$ cat config.mk
export PLATFORM = sky130hd
export DESIGN_NAME = tx_bit_timer
export DESIGN_NICKNAME = d
export VERILOG_FILES = /design/src/rtl/tx_bit_timer.sv
export SDC_FILE = /design/constraint.sdc
export NUM_CORES = 1
export LEC_CHECK = 0
export CAP_MARGIN = 20
export CORE_AREA = 2 2 39 41
export CTS_CLUSTER_SIZE = 16
export DETAILED_ROUTE_END_ITERATION = 7
export DIE_AREA = 0 0 41 43
export PLACE_DENSITY = 0.69
export SLEW_MARGIN = 20
export SYNTH_ARGS = -nofsm -noshare
export SYNTH_HDL_FRONTEND = slang
export SYNTH_SLANG_ARGS = --single-unit
$ cat constraint.sdc
create_clock -name clk -period 1.7 [get_ports clk]
set_input_delay 0.17 -clock clk [delete_from_list [all_inputs] [get_ports clk]]
set_output_delay 0.17 -clock clk [all_outputs]
set_load 0.01 [all_outputs]
$ cat src/rtl/tx_bit_timer.sv
// Bit/byte period timer for a serial transmitter; TX_TIMER_BIT_STUFF_EN compiles in stuffed-bit insertion.
// Strobes are decoded from registered counters; timer_en stalls the cycle counter, load_data restarts a byte.
module tx_bit_timer #(
    parameter int CLKS_PER_BIT  = 8,
    parameter int BITS_PER_BYTE = 8,
    parameter int WARN_BITS     = 1
) (
    input  logic clk,
    input  logic n_rst,
    input  logic timer_en,
    input  logic load_data,
    input  logic stuff_req,
    output logic shift_en,
    output logic byte_done,
    output logic byte_warn,
    output logic stuff_slot,
    output logic busy
);
    localparam int CW = $clog2(CLKS_PER_BIT + 1);
    localparam int BW = $clog2(BITS_PER_BYTE + 1);
    localparam logic [CW-1:0] CNT_TERM = CW'(CLKS_PER_BIT);
    localparam logic [BW-1:0] BIT_TERM = BW'(BITS_PER_BYTE);
    localparam logic [BW-1:0] WARN_IDX = BW'(BITS_PER_BYTE - WARN_BITS);

    typedef enum logic [1:0] {IDLE, RUN, STUFF} state_t;

    state_t        r_state, w_state_nxt;
    logic [CW-1:0] r_count, w_count_nxt;
    logic [BW-1:0] r_bitcnt, w_bitcnt_nxt;
    logic          w_cnt_term;
    logic          w_stuff_go;

    assign w_cnt_term = (r_state != IDLE) && (r_count == CNT_TERM);
    assign busy       = (r_state != IDLE);
    assign shift_en   = (r_state == RUN) && w_cnt_term;
    assign byte_done  = busy && (r_bitcnt == BIT_TERM);
    assign byte_warn  = busy && (r_bitcnt == WARN_IDX);

`ifdef TX_TIMER_BIT_STUFF_EN
    assign stuff_slot = (r_state == STUFF);
    assign w_stuff_go = shift_en && stuff_req && !load_data;
`else
    logic w_unused_stuff;
    assign w_unused_stuff = stuff_req;
    assign stuff_slot     = 1'b0;
    assign w_stuff_go     = 1'b0;
`endif

    always_ff @(posedge clk or negedge n_rst) begin
        if (!n_rst) begin
            r_state  <= IDLE;
            r_count  <= '0;
            r_bitcnt <= '0;
        end else begin
            r_state  <= w_state_nxt;
            r_count  <= w_count_nxt;
            r_bitcnt <= w_bitcnt_nxt;
        end
    end

    always_comb begin
        w_state_nxt  = r_state;
        w_count_nxt  = r_count;
        w_bitcnt_nxt = r_bitcnt;
        if (load_data) begin
            w_state_nxt  = RUN;
            w_count_nxt  = CW'(1);
            w_bitcnt_nxt = '0;
        end else begin
            case (r_state)
                RUN, STUFF: begin
                    if (w_cnt_term) begin
                        w_count_nxt = CW'(1);
                    end else if (timer_en) begin
                        w_count_nxt = r_count + CW'(1);
                    end
                    // byte_done and shift_en never coincide: the byte ends one cycle after the last shift.
                    if (byte_done) begin
                        w_bitcnt_nxt = '0;
                    end else if (shift_en) begin
                        w_bitcnt_nxt = r_bitcnt + BW'(1);
                    end
                    if (w_stuff_go) begin
                        w_state_nxt = STUFF;
                    end else if (byte_done && !timer_en) begin
                        w_state_nxt  = IDLE;
                        w_count_nxt  = '0;
                        w_bitcnt_nxt = '0;
                    end else if ((r_state == STUFF) && w_cnt_term) begin
                        w_state_nxt = RUN;
                    end
                end
                default: begin
                    w_state_nxt  = IDLE;
                    w_count_nxt  = '0;
                    w_bitcnt_nxt = '0;
                end
            endcase
        end
    end
endmodule

==> results of run 1 <==
## final cells by class
type                    count  area, sq um
clock buffers               4         26.3
fillers                   139          674
inverters                   7         26.3
multi-input cells          40          307
flip-flops and latches      9          225
well taps                  16         20.0
repair buffers             12          105
## what timing repair did
item | CTS | global route
endpoints found under the setup margin | 3 | 5
resized for setup | 3 | 4
pin swaps | 0 | 3
buffers inserted | 0 | 1
## Yosys cell counts (all sizes together)
master and number:
dfrtp 9, inv 7, nand2 7, nor2 5
ha 4, nor4 3, a21oi 2, and4b 2
xor2 2, a211o 1, a21o 1, a22o 1
a22oi 1, a311o 1, and2 1, buf 1
conb 1, nand2b 1, nand3 1, nand3b 1
nand4 1, nand4b 1, nor2b 1, nor3 1
o21ai 1
## flip-flops by register name, indices dropped and copies added, names as in the netlist
signal and count:
r_state 1, r_count 4, r_bitcnt 4
## worst paths after layout
kind / from / end / slack, ps / cells after the start
max: r_bitcnt[0]$_DFFE_PN0P_ / r_count[2]$_DFFE_PN0P_ / 110 / 6
min: n_rst / r_count[2]$_DFFE_PN0P_ / 200 / 1
max reg2reg: r_bitcnt[0]$_DFFE_PN0P_ / r_count[2]$_DFFE_PN0P_ / 110 / 6
min reg2reg: r_bitcnt[0]$_DFFE_PN0P_ / r_bitcnt[0]$_DFFE_PN0P_ / 570 / 2
max in group asynchronous: n_rst / r_bitcnt[2]$_DFFE_PN0P_ / 1200 / 1
min in group clk: r_bitcnt[0]$_DFFE_PN0P_ / r_bitcnt[0]$_DFFE_PN0P_ / 570 / 2
## kinds of logic after synthesis
logic type	Yosys count
other cells	1
fa+ha+maj	4
flops	9
buf+inv	8
compound gates	8
simple gates	25
xor+xnor	2
## per-layer routing
layer	vias up	GRT usage, %	part of all wire (%)
met5	-	0	0
met4	0	10.0	2.0
met3	4	1.57	3.1
met2	9	22.5	49
met1	211	17.4	46
li1	229	-	-
## metrics by stage
stage / std cells / hold WS (ps) / cell area, sq um / utilization, %
after floorplan: 57 / -126 / 561 / -
after global routing: 88 / 238 / 709 / 51.3
after detailed placement: 83 / 497 / 673 / 48.6
final: 88 / 204 / 709 / 51.3
after global placement: 83 / 490 / 673 / 48.6
after CTS: 87 / 208 / 696 / 50.3
## worst max-delay path, cell delays in order (launching register included)
cell                       delay [ps]
sky130_fd_sc_hd__dfrtp_1          410
sky130_fd_sc_hd__inv_1             90
sky130_fd_sc_hd__ha_2             200
sky130_fd_sc_hd__nand3b_4         100
sky130_fd_sc_hd__and4b_4          240
sky130_fd_sc_hd__nor4_4           270
sky130_fd_sc_hd__a311o_1          220
## layout by cell type, fill, tap and decap left out, types with 2 or more instances in the layout
cell type | Yosys | layout
sky130_fd_sc_hd__xor2_1 | 2 | 2
sky130_fd_sc_hd__clkbuf_4 | 0 | 3
sky130_fd_sc_hd__clkdlybuf4s50_1 | 0 | 4
sky130_fd_sc_hd__dlygate4sd2_1 | 0 | 2
sky130_fd_sc_hd__nor2_1 | 5 | 5
sky130_fd_sc_hd__nor4_1 | 2 | 2
sky130_fd_sc_hd__inv_1 | 7 | 6
sky130_fd_sc_hd__a21oi_1 | 2 | 2
sky130_fd_sc_hd__nand2_1 | 7 | 7
sky130_fd_sc_hd__ha_2 | 0 | 2
sky130_fd_sc_hd__buf_4 | 1 | 5
sky130_fd_sc_hd__ha_1 | 4 | 2
sky130_fd_sc_hd__dfrtp_1 | 9 | 9
## power by group through the flow
stage / combinational, uW / sequential, uW / clock, uW
finish: 94.8 / 247 / 169
global route: 109 / 250 / 181
CTS: 89.2 / 247 / 173
detailed placement: 88.9 / 251 / 0
global placement: 86.2 / 250 / 0
floorplan: 61.0 / 247 / 0
==> flow_metrics.env, run 1 <==
export IMPL_synth_adder_area_share_pct=8.93
export IMPL_numCtsBuffers=3
export IMPL_synthesis_area_per_instance_sq_um=9.83
export IMPL_cts_tree="yes"
export IMPL_cts_htree_levels=1
export IMPL_grt_overflow_total=0
export IMPL_worst_setup_path_start_kind="register"
export IMPL_worst_path_max_fanout=5
export IMPL_setup_worst_path_end_class="register"
export IMPL_clock_tree_buffer_depth=2
export IMPL_place_port_buffers=7
export IMPL_synth_xor_xnor_area_share_pct=3.13
export IMPL_pre_cts_ws_ps=69.2
export IMPL_floorplan_core_area_sq_mm=0.00138
export IMPL_final_hold_violation_count=0
export IMPL_clock_skew_final_ps=4.70
export IMPL_setup_viol=0
export IMPL_p_leak_uw=0.000345
export IMPL_detail_route_wl_per_cell_um=11.9
export IMPL_cts_root_buf="sky130_fd_sc_hd__clkbuf_4"
export IMPL_max_cap_violations=0
export IMPL_power_density_mw_per_mm2=721
export IMPL_synthDistinctLibCells=27
export IMPL_timing_setup_critical_path_class="register to register"
export IMPL_drt_pre_antenna_iters=3
export IMPL_globalRouteTotalUtil_pct=14.4
export IMPL_swShare_pct=27.4
export IMPL_final_period_minus_worst_setup_slack_ps=1590
export IMPL_dieWidth_um=41
export IMPL_die_height_um=43
export IMPL_finalWorstSetupSlack_ps=108
export IMPL_io_pins=10
export IMPL_design_die_area_sq_mm=0.00176
export IMPL_finalWeightedCongestion=0.763
export IMPL_worst_skew_pair_late_latency_ps=270
export IMPL_cp_arrival_ps=1800
export IMPL_first_global_vias=424
export IMPL_clk_pin_slew_worst_paths_ps=60
export IMPL_cell_internal_pwr_uw=371
export IMPL_synth_area_leaders="sky130_fd_sc_hd__dfrtp_1, sky130_fd_sc_hd__ha_1, sky130_fd_sc_hd__inv_1, sky130_fd_sc_hd__nand2_1, sky130_fd_sc_hd__nor4_4"
export IMPL_vdd_ir_drop_worst_mv=0.383
export IMPL_avgViaCountPerCell=5.15
export IMPL_layout_drive_gt1_share_pct=20.8
export IMPL_synth_top_family_by_area="simple AND/OR/NAND/NOR gates"
export IMPL_clock_power_share_pct=33.1
export IMPL_synth_area_sq_um=561
export IMPL_synth_top_cell_by_area="sky130_fd_sc_hd__dfrtp_1"
export IMPL_detail_route_drc_violations=0
export IMPL_synth_largest_type_area_fraction_pct=40.2
export IMPL_finalSetupTns_ps=0
export IMPL_synthesis_instances=57
export IMPL_compound_gate_portion_of_the_synthesized_area_pct=10.3
export IMPL_p_seq_share_pct=48.4
export IMPL_synth_ff_latch_count=9
export IMPL_net_switching_power_uw=140
export IMPL_rows=14
export IMPL_final_max_slew_viol_count=0
export IMPL_maximum_number_of_pins_on_one_net_before_global_route_repair=10
export IMPL_syn_nets=66
export IMPL_proportion_of_synthesized_chip_area_in_sequential_cells_pct=40.2
export IMPL_combinationalPowerShare_pct=18.5
export IMPL_p_total_uw=511
export IMPL_grt_antenna_before_repair=0
export IMPL_dpl_hpwl_um=816
export IMPL_hold_path_class="primary input to async pin"
export IMPL_run_status="finished, final reports clean"
export IMPL_post_cts_hold_fix_bufs=0
export IMPL_worst_ep_required_time_ps=1900
export IMPL_initial_utilization_pct=40.5
export IMPL_num_vias=453
export IMPL_final_clock_period_utilization_by_the_worst_path_pct=93.7
export IMPL_cts_sink_count=9
export IMPL_setup_repair_after_global_routing_missed_its_margin="no"
export IMPL_totalWireLength_um=1040
export IMPL_max_freq_mhz=628
export IMPL_synth_mux_area_share_pct=0
export IMPL_ys_warnings_count=0
export IMPL_first_pass_grt_wire_length_um=1690
export IMPL_route_antenna_remaining_nets=0
export IMPL_diodes=0
export IMPL_post_synth_and_or_nand_nor_area_fraction_pct=30.8
export IMPL_nets=82
export IMPL_detailedRoute_firstIterationViolations=10
export IMPL_areaGrowthSynthToFinish_pct=26.6
No activity file was read; power rests on OpenSTA's default activity.
==> run 2, diff against run 1 <==
--- a/config.mk
+++ b/config.mk
@@ -6,11 +6,10 @@
 export NUM_CORES = 1
 export LEC_CHECK = 0
 export CAP_MARGIN = 20
-export CORE_AREA = 2 2 39 41
+export CORE_MARGIN = 2
+export CORE_UTILIZATION = 35
 export CTS_CLUSTER_SIZE = 16
 export DETAILED_ROUTE_END_ITERATION = 7
-export DIE_AREA = 0 0 41 43
-export PLACE_DENSITY = 0.69
 export SLEW_MARGIN = 20
 export SYNTH_ARGS = -nofsm -noshare
 export SYNTH_HDL_FRONTEND = slang
==> constraint.sdc (replaced) <==
create_clock -name clk -period 1.95 [get_ports clk]
set_input_delay 0.195 -clock clk [delete_from_list [all_inputs] [get_ports clk]]
set_output_delay 0.195 -clock clk [all_outputs]
set_load 0.01 [all_outputs]
==> run 2 against run 1 <==
Combinational power decreased by 17%; non-clock buffer count decreased by 1; cell area unchanged; clock-buffer cell count unchanged; sequential power decreased by 12%; clock power decreased by 14%; register-to-register slack improved by 170 ps; hold slack improved by 26 ps; critical path type is now register to primary output.
==> flow_metrics.env, run 2 (same netlist as run 1, synthesis figures left out) <==
export IMPL_run_status="finished, final reports clean"
export IMPL_rr_startpoint="r_count[0]$_DFFE_PN0P_"
export IMPL_detail_route_drc_violations=0
export IMPL_first_global_vias=398
export IMPL_postLayoutCellArea_sq_um=709
export IMPL_slowest_stage_cell_crit_path="sky130_fd_sc_hd__clkdlybuf4s50_1"
export IMPL_setup_viol=0
export IMPL_place_port_buffers=7
export IMPL_timing_hold_ws_ps=231
export IMPL_final_fill_count=158
export IMPL_numCtsBuffers=3
export IMPL_diodes=0
export IMPL_globalRouteTotalUtil_pct=12.3
export IMPL_die_height_um=44.0
export IMPL_setup_reg_to_reg_worst_slack_ps=280
export IMPL_cts_sink_count=9
export IMPL_setup_worst_path_end_class="primary output"
export IMPL_max_cap_violations=0
export IMPL_final_max_slew_viol_count=0
export IMPL_vdd_ir_drop_worst_mv=0.365
export IMPL_worst_skew_pair_late_latency_ps=260
export IMPL_final_cell_mix="sky130_fd_sc_hd__dfrtp_1, sky130_fd_sc_hd__inv_1, sky130_fd_sc_hd__nand2_1, sky130_fd_sc_hd__nor2_1, sky130_fd_sc_hd__clkdlybuf4s50_1"
export IMPL_route_antenna_remaining_nets=0
export IMPL_nets=81
export IMPL_crit_chain="ha_1 > and4b_1 > clkdlybuf4s50_1"
export IMPL_clock_skew_final_ps=4.11
export IMPL_cts_tree="yes"
export IMPL_rows=14
export IMPL_detail_route_wl_per_cell_um=12.3
export IMPL_placedInstanceArea_sq_um=673
export IMPL_dpl_cell_count=83
export IMPL_clock_tree_buffer_depth=2
export IMPL_final_period_minus_worst_setup_slack_ps=1740
export IMPL_layout_drive_gt1_share_pct=15.5
export IMPL_floorplan_core_area_sq_mm=0.00151
export IMPL_p_leak_uw=0.000357
export IMPL_cp_top_family="buffers and inverters"
export IMPL_totalWireLength_um=1070
export IMPL_detailedRoute_firstIterationViolations=7
export IMPL_cts_root_buf="sky130_fd_sc_hd__clkbuf_4"
export IMPL_hold_path_class="primary input to async pin"
export IMPL_initial_utilization_pct=37.2
export IMPL_io_pins=10
export IMPL_most_frequent_standard_cell_in_the_layout_excluding_fill_and_tap_cells="sky130_fd_sc_hd__dfrtp_1"
export IMPL_p_total_uw=442
export IMPL_grt_antenna_before_repair=0
export IMPL_avgViaCountPerCell=5.22
export IMPL_clk_pin_slew_worst_paths_ps=60
export IMPL_worst_ep_required_time_ps=1750
export IMPL_crit_path_max_incr_delay_ps=470
export IMPL_final_clock_period_utilization_by_the_worst_path_pct=89.2
export IMPL_dieWidth_um=44.0
export IMPL_design_die_area_sq_mm=0.00194
export IMPL_cp_num_buf_inv=1
export IMPL_worst_path_max_fanout=4
export IMPL_final_hold_violation_count=0
export IMPL_finalSetupTns_ps=0
export IMPL_first_pass_grt_wire_length_um=1730
export IMPL_num_vias=454
export IMPL_areaGrowthSynthToFinish_pct=26.6
export IMPL_worst_r2r_path_depth=6
export IMPL_setup_repair_after_global_routing_missed_its_margin="no"
export IMPL_cp_arrival_ps=1550
export IMPL_finalWeightedCongestion=0.819
export IMPL_r2r_end="r_count[2]$_DFFE_PN0P_"
export IMPL_power_density_mw_per_mm2=623
export IMPL_timing_setup_critical_path_class="register to primary output"
export IMPL_maximum_number_of_pins_on_one_net_before_global_route_repair=10
export IMPL_dpl_hpwl_um=812
export IMPL_finalNonFillerCells=87
export IMPL_grt_overflow_total=0
export IMPL_cts_htree_levels=1
export IMPL_biggestRegsByFlops="r_bitcnt x4, r_count x4, r_state x1"
export IMPL_drt_pre_antenna_iters=4
export IMPL_max_freq_mhz=575
export IMPL_worst_setup_path_start_kind="register"
## run 2: area by class of cell
type	count	area (sq um)	area share, %
flip-flops and latches	9	225	31.7
inverters	7	26.3	3.70
repair buffers	11	101	14.3
well taps	16	20.0	2.82
clock buffers	4	26.3	3.70
multi-input cells	40	310	43.7
## run 2: repair_timing
action / in CTS / in global routing
endpoints found under the setup margin: 1 / 1
gates resized for setup: 2 / 1
hold buffers: 0 / 0
endpoints found under the hold margin: 0 / 0
buffers inserted: 0 / 0
pin swaps: 0 / 0
gates cloned: 0 / 0
## run 2: worst max-delay path by stage
stage | from | slack [ps] | endpoint | cells after the start
floorplan | r_bitcnt[0]$_DFFE_PN0P_ | 360 | r_count[2]$_DFFE_PN0P_ | 6
global placement | r_count[0]$_DFFE_PN0P_ | 260 | shift_en | 5
detailed placement | r_count[0]$_DFFE_PN0P_ | 250 | shift_en | 5
CTS | r_bitcnt[0]$_DFFE_PN0P_ | 50 | byte_done | 5
global route | r_bitcnt[0]$_DFFE_PN0P_ | 130 | byte_warn | 3
finish | r_bitcnt[0]$_DFFE_PN0P_ | 210 | byte_warn | 3
## run 2: metrics by stage
step | util [%] | setup slack, ps
floorplan | - | 355
global placement | 44.7 | 263
detailed placement | 44.7 | 252
CTS | 46.9 | 54.3
global route | 47.1 | 134
finish | 47.1 | 210
## run 2: report_power, final
| group | total, uW | switching [uW] | internal, uW |
|---|---|---|---|
| Sequential | 217 | 16.0 | 201 |
| Combinational | 78.8 | 38.0 | 40.7 |
| Clock | 146 | 67.1 | 78.9 |
## run 2: per-layer routing
| metal | vias up | share of wire, % | GRT usage (%) |
|---|---|---|---|
| met1 | 216 | 53 | 16.1 |
| met4 | 0 | 0 | 5.45 |
| met3 | 0 | 4.7 | 2.45 |
| met2 | 11 | 42 | 19.7 |
| li1 | 227 | - | - |
| met5 | - | 0 | 0 |
